--- config.mk ---
export PLATFORM = sky130hd
export DESIGN_NAME = ram_port_arbiter_flat
export DESIGN_NICKNAME = d
export VERILOG_FILES = /design/src/rtl/ram_port_arbiter_if.sv /design/src/rtl/ram_port_arbiter.sv /design/src/flat_wrapper.sv
export SDC_FILE = /design/constraint.sdc
export NUM_CORES = 1
export LEC_CHECK = 0
export BUFFER_PORTS_ARGS = -buffer_cell sky130_fd_sc_hd__buf_4
export CAP_MARGIN = 25
export CORE_ASPECT_RATIO = 0.6
export CORE_MARGIN = 2
export CORE_UTILIZATION = 25
export CTS_BUF_LIST = sky130_fd_sc_hd__clkbuf_4 sky130_fd_sc_hd__clkbuf_8
export CTS_CLUSTER_DIAMETER = 200
export DETAILED_ROUTE_END_ITERATION = 12
export GPL_TIMING_DRIVEN = 0
export PLACE_DENSITY = 0.51
export SLEW_MARGIN = 15
export SYNTH_ARGS = -nofsm -noshare
export SYNTH_HDL_FRONTEND = slang
export SYNTH_SLANG_ARGS = --single-unit
--- constraint.sdc ---
create_clock -name clk -period 1.6 [get_ports clk]
set_input_delay 0.08 -clock clk [delete_from_list [all_inputs] [get_ports clk]]
set_output_delay 0.08 -clock clk [all_outputs]
set_load 0.02 [all_outputs]
--- src/rtl/ram_port_arbiter_if.sv ---
// Requester, RAM-side and status signals of the two-port RAM arbiter.
// slave: the arbiter; master: whatever drives the requests and models the RAM.
interface ram_port_arbiter_if;
    logic       req_a;
    logic       req_b;
    logic       we_a;
    logic       we_b;
    logic [7:0] addr_a;
    logic [7:0] addr_b;
    logic [7:0] wdata_a;
    logic [7:0] wdata_b;
    logic       gnt_a;
    logic       gnt_b;
    logic       rvalid_a;
    logic       rvalid_b;
    logic [7:0] rdata_a;
    logic [7:0] rdata_b;
    logic [7:0] ram_addr;
    logic [7:0] ram_din;
    logic       ram_wr;
    logic [7:0] ram_dout;
    logic       init_done;

    modport slave (
        input  req_a, req_b, we_a, we_b, addr_a, addr_b, wdata_a, wdata_b, ram_dout,
        output gnt_a, gnt_b, rvalid_a, rvalid_b, rdata_a, rdata_b,
               ram_addr, ram_din, ram_wr, init_done
    );

    modport master (
        output req_a, req_b, we_a, we_b, addr_a, addr_b, wdata_a, wdata_b, ram_dout,
        input  gnt_a, gnt_b, rvalid_a, rvalid_b, rdata_a, rdata_b,
               ram_addr, ram_din, ram_wr, init_done
    );
endinterface

--- src/rtl/ram_port_arbiter.sv ---
// Round-robin sharing of a 256x8 single-port RAM between requesters A and B,
// with an optional fill sweep after reset and a fixed two-cycle read return.
module ram_port_arbiter #(
    parameter bit         INIT_ON_RESET = 1'b1,
    parameter logic [7:0] INIT_VALUE    = 8'h00
) (
    input logic               clk,
    input logic               rst,
    ram_port_arbiter_if.slave bus
);
    typedef enum logic {ST_INIT = 1'b0, ST_RUN = 1'b1} state_t;

    state_t     r_state;
    state_t     w_state_nxt;
    logic [7:0] r_cnt;
    logic [7:0] w_cnt_nxt;
    logic       r_last_b;
    logic       w_last_b_nxt;
    logic       r_init_done;
    logic       w_init_done_nxt;
    logic [7:0] r_ram_addr;
    logic [7:0] w_ram_addr_nxt;
    logic [7:0] r_ram_din;
    logic [7:0] w_ram_din_nxt;
    logic       r_ram_wr;
    logic       w_ram_wr_nxt;
    logic       r_rd_vld_p0;
    logic       w_rd_vld_nxt;
    logic       r_rd_own_b_p0;
    logic       w_rd_own_b_nxt;
    logic       r_rvalid_a_p1;
    logic       r_rvalid_b_p1;
    logic       w_gnt_a;
    logic       w_gnt_b;
    logic       w_pick_a;

    always_ff @(posedge clk) begin
        if (rst) r_state <= INIT_ON_RESET ? ST_INIT : ST_RUN;
        else     r_state <= w_state_nxt;
    end

    // Grants are gated by the registered init_done so that, with no sweep,
    // the first grant still lands one edge after reset is released.
    always_comb begin
        w_state_nxt     = r_state;
        w_cnt_nxt       = r_cnt;
        w_init_done_nxt = r_init_done;
        w_last_b_nxt    = r_last_b;
        w_gnt_a         = 1'b0;
        w_gnt_b         = 1'b0;
        w_ram_addr_nxt  = r_ram_addr;
        w_ram_din_nxt   = r_ram_din;
        w_ram_wr_nxt    = 1'b0;
        w_rd_vld_nxt    = 1'b0;
        w_rd_own_b_nxt  = 1'b0;
        w_pick_a        = bus.req_a && (!bus.req_b || r_last_b);

        case (r_state)
            ST_INIT: begin
                w_ram_addr_nxt = r_cnt;
                w_ram_din_nxt  = INIT_VALUE;
                w_ram_wr_nxt   = 1'b1;
                w_cnt_nxt      = r_cnt + 8'd1;
                if (r_cnt == 8'hFF) begin
                    w_state_nxt     = ST_RUN;
                    w_init_done_nxt = 1'b1;
                end
            end
            ST_RUN: begin
                w_init_done_nxt = 1'b1;
                if (r_init_done && !rst) begin
                    w_gnt_a = w_pick_a;
                    w_gnt_b = bus.req_b && !w_pick_a;
                end
                if (w_gnt_a) begin
                    w_ram_addr_nxt = bus.addr_a;
                    w_ram_din_nxt  = bus.wdata_a;
                    w_ram_wr_nxt   = bus.we_a;
                    w_rd_vld_nxt   = !bus.we_a;
                    w_rd_own_b_nxt = 1'b0;
                    w_last_b_nxt   = 1'b0;
                end else if (w_gnt_b) begin
                    w_ram_addr_nxt = bus.addr_b;
                    w_ram_din_nxt  = bus.wdata_b;
                    w_ram_wr_nxt   = bus.we_b;
                    w_rd_vld_nxt   = !bus.we_b;
                    w_rd_own_b_nxt = 1'b1;
                    w_last_b_nxt   = 1'b1;
                end
            end
            default: begin
                w_state_nxt = ST_INIT;
            end
        endcase
    end

    // p0: issue register toward the RAM; p1: read-return flag aligned with ram_dout.
    always_ff @(posedge clk) begin
        if (rst) begin
            r_cnt         <= 8'd0;
            r_last_b      <= 1'b1;
            r_init_done   <= 1'b0;
            r_ram_addr    <= 8'd0;
            r_ram_din     <= 8'd0;
            r_ram_wr      <= 1'b0;
            r_rd_vld_p0   <= 1'b0;
            r_rd_own_b_p0 <= 1'b0;
            r_rvalid_a_p1 <= 1'b0;
            r_rvalid_b_p1 <= 1'b0;
        end else begin
            r_cnt         <= w_cnt_nxt;
            r_last_b      <= w_last_b_nxt;
            r_init_done   <= w_init_done_nxt;
            r_ram_addr    <= w_ram_addr_nxt;
            r_ram_din     <= w_ram_din_nxt;
            r_ram_wr      <= w_ram_wr_nxt;
            r_rd_vld_p0   <= w_rd_vld_nxt;
            r_rd_own_b_p0 <= w_rd_own_b_nxt;
            r_rvalid_a_p1 <= r_rd_vld_p0 && !r_rd_own_b_p0;
            r_rvalid_b_p1 <= r_rd_vld_p0 && r_rd_own_b_p0;
        end
    end

    assign bus.gnt_a     = w_gnt_a;
    assign bus.gnt_b     = w_gnt_b;
    assign bus.rvalid_a  = r_rvalid_a_p1;
    assign bus.rvalid_b  = r_rvalid_b_p1;
    assign bus.rdata_a   = bus.ram_dout;
    assign bus.rdata_b   = bus.ram_dout;
    assign bus.ram_addr  = r_ram_addr;
    assign bus.ram_din   = r_ram_din;
    assign bus.ram_wr    = r_ram_wr;
    assign bus.init_done = r_init_done;
endmodule

--- src/flat_wrapper.sv ---
// flat-port wrapper written by rule: the top's interface ports become plain ports
module ram_port_arbiter_flat 
#(
    parameter bit         INIT_ON_RESET = 1'b1,
    parameter logic [7:0] INIT_VALUE    = 8'h00
)
  (clk, rst, bus_req_a, bus_req_b, bus_we_a, bus_we_b, bus_addr_a, bus_addr_b, bus_wdata_a, bus_wdata_b, bus_ram_dout, bus_gnt_a, bus_gnt_b, bus_rvalid_a, bus_rvalid_b, bus_rdata_a, bus_rdata_b, bus_ram_addr, bus_ram_din, bus_ram_wr, bus_init_done);
  ram_port_arbiter_if bus_i ();
  input logic clk;
  input logic rst;
  input wire logic [$bits(bus_i.req_a)-1:0] bus_req_a;
  input wire logic [$bits(bus_i.req_b)-1:0] bus_req_b;
  input wire logic [$bits(bus_i.we_a)-1:0] bus_we_a;
  input wire logic [$bits(bus_i.we_b)-1:0] bus_we_b;
  input wire logic [$bits(bus_i.addr_a)-1:0] bus_addr_a;
  input wire logic [$bits(bus_i.addr_b)-1:0] bus_addr_b;
  input wire logic [$bits(bus_i.wdata_a)-1:0] bus_wdata_a;
  input wire logic [$bits(bus_i.wdata_b)-1:0] bus_wdata_b;
  input wire logic [$bits(bus_i.ram_dout)-1:0] bus_ram_dout;
  output wire logic [$bits(bus_i.gnt_a)-1:0] bus_gnt_a;
  output wire logic [$bits(bus_i.gnt_b)-1:0] bus_gnt_b;
  output wire logic [$bits(bus_i.rvalid_a)-1:0] bus_rvalid_a;
  output wire logic [$bits(bus_i.rvalid_b)-1:0] bus_rvalid_b;
  output wire logic [$bits(bus_i.rdata_a)-1:0] bus_rdata_a;
  output wire logic [$bits(bus_i.rdata_b)-1:0] bus_rdata_b;
  output wire logic [$bits(bus_i.ram_addr)-1:0] bus_ram_addr;
  output wire logic [$bits(bus_i.ram_din)-1:0] bus_ram_din;
  output wire logic [$bits(bus_i.ram_wr)-1:0] bus_ram_wr;
  output wire logic [$bits(bus_i.init_done)-1:0] bus_init_done;
  assign bus_i.req_a = bus_req_a;
  assign bus_i.req_b = bus_req_b;
  assign bus_i.we_a = bus_we_a;
  assign bus_i.we_b = bus_we_b;
  assign bus_i.addr_a = bus_addr_a;
  assign bus_i.addr_b = bus_addr_b;
  assign bus_i.wdata_a = bus_wdata_a;
  assign bus_i.wdata_b = bus_wdata_b;
  assign bus_i.ram_dout = bus_ram_dout;
  assign bus_gnt_a = bus_i.gnt_a;
  assign bus_gnt_b = bus_i.gnt_b;
  assign bus_rvalid_a = bus_i.rvalid_a;
  assign bus_rvalid_b = bus_i.rvalid_b;
  assign bus_rdata_a = bus_i.rdata_a;
  assign bus_rdata_b = bus_i.rdata_b;
  assign bus_ram_addr = bus_i.ram_addr;
  assign bus_ram_din = bus_i.ram_din;
  assign bus_ram_wr = bus_i.ram_wr;
  assign bus_init_done = bus_i.init_done;
  ram_port_arbiter #(.INIT_ON_RESET(INIT_ON_RESET), .INIT_VALUE(INIT_VALUE)) u_core (.clk(clk), .rst(rst), .bus(bus_i));
endmodule
Word-level counts from Yosys, hierarchy flattened

Cells that the tools add are included.
Widths: inputs -> output; s select.

Input port bits: 46
Output and inout port bits: 38
Flip-flop bits (word level): 32

Eq/ne operators: 3
Bitwise logic cells: 1
Reductions and logical operators: 16
Add/subtract/negate cells: 1
Mux-type cells: 24

Operator list:

| cell                | number |
|---|---|
| $mux 8              | 4 |
| $pmux 8 s2          | 2 |
| $mux 1              | 16 |
| $add 8x1->8 const B | 1 |
| $eq 8x8->1 const B  | 1 |
| $logic_not 1->1     | 6 |
| $logic_and 1x1->1   | 5 |
| $pmux 1 s2          | 2 |
| $ne 3x3->1 const B  | 1 |
| $reduce_or 3->1     | 1 |
| $ne 2x1->1 const B  | 1 |
| $reduce_and 2->1    | 1 |
| $reduce_bool 2->1   | 1 |
| $reduce_or 2->1     | 1 |
| $logic_or 1x1->1    | 1 |
| $not 1->1           | 1 |

Longest topological paths before layout

Depth after elaboration: 10
Depth in mapped cells: 5
Mapped depth without buffers: 5

Worst setup path after synthesis

Ideal clock, no wire load.

Path type: register to output
Start: register u_core.r_init_done (netlist: u_core.bus.init_done)
End: output port bus_gnt_a
Setup slack: 0.174 ns
Stages on the path, launching flop included: 5
Buffers on the path: 1
Arrival time: 1.346 ns
Path through: dfxtp_1 -> nor2b_2 -> nand3_1 -> buf_6 -> nor2_1

Cells in the longest elaborated chain, start to end: 4

RTL lines:

| item                     | RTL line                | RTL |
|---|---|---|
| start: declaration       | ram_port_arbiter.sv:19  | `logic r_init_done;` |
| start signal: assignment | ram_port_arbiter.sv:113 | `r_init_done <= w_init_done_nxt;` |
| $logic_and 1x1->1        | ram_port_arbiter.sv:71  | `if (r_init_done && !rst) begin` |
| $mux 1                   | ram_port_arbiter.sv:71  |  |
| $mux 1 (2 in series)     | ram_port_arbiter.sv:58  | `case (r_state)` |
| end: declaration         | flat_wrapper.sv:20      | `output wire logic [$bits(bus_i.gnt_a)-1:0] bus_gnt_a;` |

Every way passes these cells. The select of a mux whose other input is x is not followed.

Worst setup path in the final report

Ends and elaborated chain as after synthesis.

==> PnR_summary.wiki <==
{| class="wikitable"
! Metric !! Value
|-
| Drt total wl || 4197 um
|-
| Pwr/cell area || 830.0 mW/mm^2
|-
| Syn avg cell area || 8.981 um^2
|-
| Die ar. || 0.006504 mm^2
|-
| Clock latency on the worst-skew pair || 280 ps
|-
| Vert. Die Dim || 63.28 um
|-
| Clock tree sinks || 32
|-
| Hold Slack || 34.13 ps
|-
| Final number of max-transition violations || 0
|-
| Clock period minus final worst setup slack || 1497 ps
|-
| Pin count of the biggest net entering global routing || 11
|-
| Maximum buffer depth of the clock tree || 2
|-
| Remaining number of nets flagged by the antenna check after routing || 0
|-
| Count of H-tree levels built during CTS || 2
|-
| Max IR drop VDD || 281.6 uV
|-
| Hold Vio Cnt, Final || 0
|-
| Post-synthesis cell type count || 34
|-
| Clock input transition at the sequential cells of the worst setup and hold paths || 70 ps
|-
| Classification of the worst setup path || register to output pin
|-
| Total congestion overflow || 0
|-
| Placement Rows || 21
|-
| Hold Path Stages || 2
|-
| Number of buffers inserted during clock tree synthesis || 5
|-
| FF+latch count, synth || 32
|-
| Routed wire length on met3 || 426 um
|-
| Final setup fails || 0
|-
| Final routed wire length divided by cell count || 12.87 um
|-
| Uppermost signal routing layer after detailed routing || met4
|-
| Delay of the slowest cell on the worst path || 370 ps
|-
| Count of placed standard cells including taps || 318
|-
| DRT met1 WL || 2075 um
|-
| Least-Margin Pin Slew || 473.2 ps
|-
| Weighted congestion reported at the end of routability-driven placement || 0.7431
|-
| Number of global-route vias before repair || 1,319
|-
| Share of the yosys chip area belonging to registers || 43.76%
|-
| Antenna violations before repair || 0
|-
| Setup skew after layout || 3.393 ps
|-
| Number of buffer cells added on primary ports || 75
|-
| Die boundary width || 102.8 um
|-
| Nets || 292
|-
| Synthesized instance count || 163
|-
| Finished Core Util || 40.52%
|-
| Initial Utilization || 26.03%
|-
| Global-route wire length before repair || 6506 um
|-
| Length of the first detailed-routing pass in iterations || 4
|-
| Max-cap violation count || 0
|-
| Part of the cycle the worst path needs || 93.57%
|-
| Routed length on met2 || 1668 um
|-
| Core area || 0.005623 mm^2
|-
| Syn Nets || 210
|-
| CP max FO || 10
|-
| Startpoint type of the worst setup path || register
|-
| Total negative setup slack || 0 ps
|-
| Detailed-route vias per instance || 4.347
|-
| Nature of the critical path endpoint || output pin
|-
| Cell chain of the critical path || nor2b_4 > nand3_4 > buf_6 > nor2_1 > buf_4
|-
| Total number of yosys warnings || 0
|-
| Result of the run || completed
|-
| Pleak || 0.001063 uW
|-
| Setup slack on the worst flop-to-flop path || 190 ps
|-
| Class of the tightest hold or removal check || input pin to register
|-
| Slowest library cell on the worst path || sky130_fd_sc_hd__dfxtp_2
|-
| ANT cells || 0
|-
| HPWL after DPL || 3224 um
|-
| Total I/O pin count || 84
|-
| Initial DRC count || 73
|-
| Data arrival time of the worst path || 1420 ps
|-
| Total global routing track utilization || 12.99%
|-
| Worst slew margin relative to its limit || 68.24%
|-
| Worst Path Required || 1520 ps
|-
| Detailed-route via count || 1,417
|-
| Area added between synthesis and finish || 55.64%
|-
| CTS Root Buffer Type || sky130_fd_sc_hd__clkbuf_8
|-
| Post-layout total power || 1891 uW
|-
| Count of placed standard cells in the final layout, fillers left out || 326
|-
| Number of design rule violations left after detail routing || 0
|-
| Clock tree from TritonCTS || yes
|-
| Max frequency || 667.9 MHz
|-
| Setup repair after global routing missed its margin || false
|-
| Combined area of all synthesized cells || 0.001464 mm^2
|-
| Layout cell share with drive strength beyond 1 || 43.50%
|-
| Number of cells on the worst reg-to-reg path || 5
|}
==> cells in the final DEF (no fill, tap or decap), types with 2 or more instances in the layout <==
cell / count
sky130_fd_sc_hd__a211oi_1: 6
sky130_fd_sc_hd__a21oi_1: 3
sky130_fd_sc_hd__a221oi_1: 6
sky130_fd_sc_hd__a22oi_1: 2
sky130_fd_sc_hd__and3_1: 4
sky130_fd_sc_hd__buf_2: 3
sky130_fd_sc_hd__buf_4: 91
sky130_fd_sc_hd__clkbuf_1: 2
sky130_fd_sc_hd__clkbuf_8: 7
sky130_fd_sc_hd__dfxtp_1: 31
sky130_fd_sc_hd__inv_1: 2
sky130_fd_sc_hd__mux2i_1: 11
sky130_fd_sc_hd__nand2_1: 16
sky130_fd_sc_hd__nand3_1: 3
sky130_fd_sc_hd__nand4_1: 2
sky130_fd_sc_hd__nor2_1: 19
sky130_fd_sc_hd__o21ai_0: 12
sky130_fd_sc_hd__or3_1: 2
sky130_fd_sc_hd__xnor2_1: 2
sky130_fd_sc_hd__xor2_1: 3
==> critical path, delay by kind of cell, from the launching register on <==
| kind | cells | cell delay, ps |
|---|---|---|
| buf+inv | 2 | 330 |
| simple gates | 3 | 440 |
| flops | 1 | 370 |
==> report_power, final <==
group / switching (uW) / internal, uW
sequential: 11.2 / 809
clock: 297 / 549
combinational: 93.1 / 132
total: 402 / 1490
==> per-layer routing <==
layer  up-vias  track usage, %
li1        724               -
met3         5           5.438
met4         0           2.961
met5         -               0
met2        47           16.91
met1       641           19.51
==> state kept, by name (all words and copies together), names as in the netlist <==
signal	count
u_core.r_last_b	1
u_core.bus.rvalid_a	1
u_core.r_state	1
u_core.bus.ram_din	8
u_core.r_rd_vld_p0	1
u_core.bus.ram_addr	8
u_core.r_rd_own_b_p0	1
u_core.bus.init_done	1
u_core.r_cnt	8
u_core.bus.ram_wr	1
u_core.bus.rvalid_b	1
==> layout make-up <==
cell class                      instances  area [um^2]
Timing Repair Buffer                   75        563.0
Clock buffer                            7        96.34
Multi-Input combinational cell        106        681.9
Inverter                                2        7.507
Sequential cell                        32        641.9
Clock inverter                          1        30.03
Fill cell                             586         3344
Tap cell                               80        100.1
Buffer                                 23        157.7
==> cells in the mapped netlist <==
cell type	number	area share (%)
sky130_fd_sc_hd__a211oi_1	6	3.1
sky130_fd_sc_hd__a21oi_1	3	1.0
sky130_fd_sc_hd__a221o_1	1	0.68
sky130_fd_sc_hd__a221oi_1	6	3.6
sky130_fd_sc_hd__a22oi_1	2	1.0
sky130_fd_sc_hd__and2_1	1	0.43
sky130_fd_sc_hd__and3_1	4	1.7
sky130_fd_sc_hd__and3b_1	1	0.60
sky130_fd_sc_hd__buf_1	1	0.26
sky130_fd_sc_hd__buf_2	3	1.0
sky130_fd_sc_hd__buf_4	16	8.2
sky130_fd_sc_hd__buf_6	1	0.77
sky130_fd_sc_hd__clkbuf_1	2	0.51
sky130_fd_sc_hd__dfxtp_1	32	44
sky130_fd_sc_hd__ha_1	1	0.85
sky130_fd_sc_hd__inv_1	2	0.51
sky130_fd_sc_hd__mux2i_1	11	7.5
sky130_fd_sc_hd__nand2_1	16	4.1
sky130_fd_sc_hd__nand2b_1	1	0.43
sky130_fd_sc_hd__nand3_1	4	1.4
sky130_fd_sc_hd__nand3b_1	1	0.51
sky130_fd_sc_hd__nand4_1	2	0.85
sky130_fd_sc_hd__nor2_1	19	4.9
sky130_fd_sc_hd__nor2b_1	1	0.43
sky130_fd_sc_hd__nor2b_2	1	0.60
sky130_fd_sc_hd__nor3_2	1	0.68
sky130_fd_sc_hd__nor3b_1	1	0.51
sky130_fd_sc_hd__o21a_1	1	0.51
sky130_fd_sc_hd__o21ai_0	13	4.4
sky130_fd_sc_hd__o32a_1	1	0.68
sky130_fd_sc_hd__o32ai_1	1	0.60
sky130_fd_sc_hd__or3_1	2	0.85
sky130_fd_sc_hd__xnor2_1	2	1.2
sky130_fd_sc_hd__xor2_1	3	1.8
==> cell families (layout without fill, tap and decap cells) <==
kind of cell               count (synthesis)  in the layout  share of synthesized area [%]
AOI/OAI and AO/OA                         34             34                          15.64
xor gates and xnor gates                   5              5                          2.992
adders and majority gates                  1              1                         0.8546
buffers and inverters                     25            108                          11.28
DFF                                       32             32                          43.76
muxes                                     11             11                          7.522
and+or+nand+nor                           55             55                          17.95
==> through the flow <==
stage / setup WS (ps) / instance area (um^2)
finish: 102.8 / 2278
global route: 5.373 / 2278
CTS: 49.67 / 2265
detailed placement: 56.97 / 2127
global placement: 85.37 / 2127
floorplan: 173.8 / 1464
==> path summary, 6_finish.rpt <==
check | to | start
min reg2reg | u_core.bus.rvalid_a | u_core.r_rd_own_b_p0
min | u_core.bus.ram_wr | bus_we_a
max | bus_gnt_a | u_core.bus.init_done
max reg2reg | u_core.bus.ram_addr[5] | u_core.bus.init_done
==> what timing repair did <==
item	4_1_cts	5_1_grt
endpoints found under the hold margin	0	0
setup endpoints to repair	1	3
gates resized for setup	3	3
setup buffers	0	0
hold buffers	0	0
gates cloned	0	0
(Power assumes the default switching activity.)
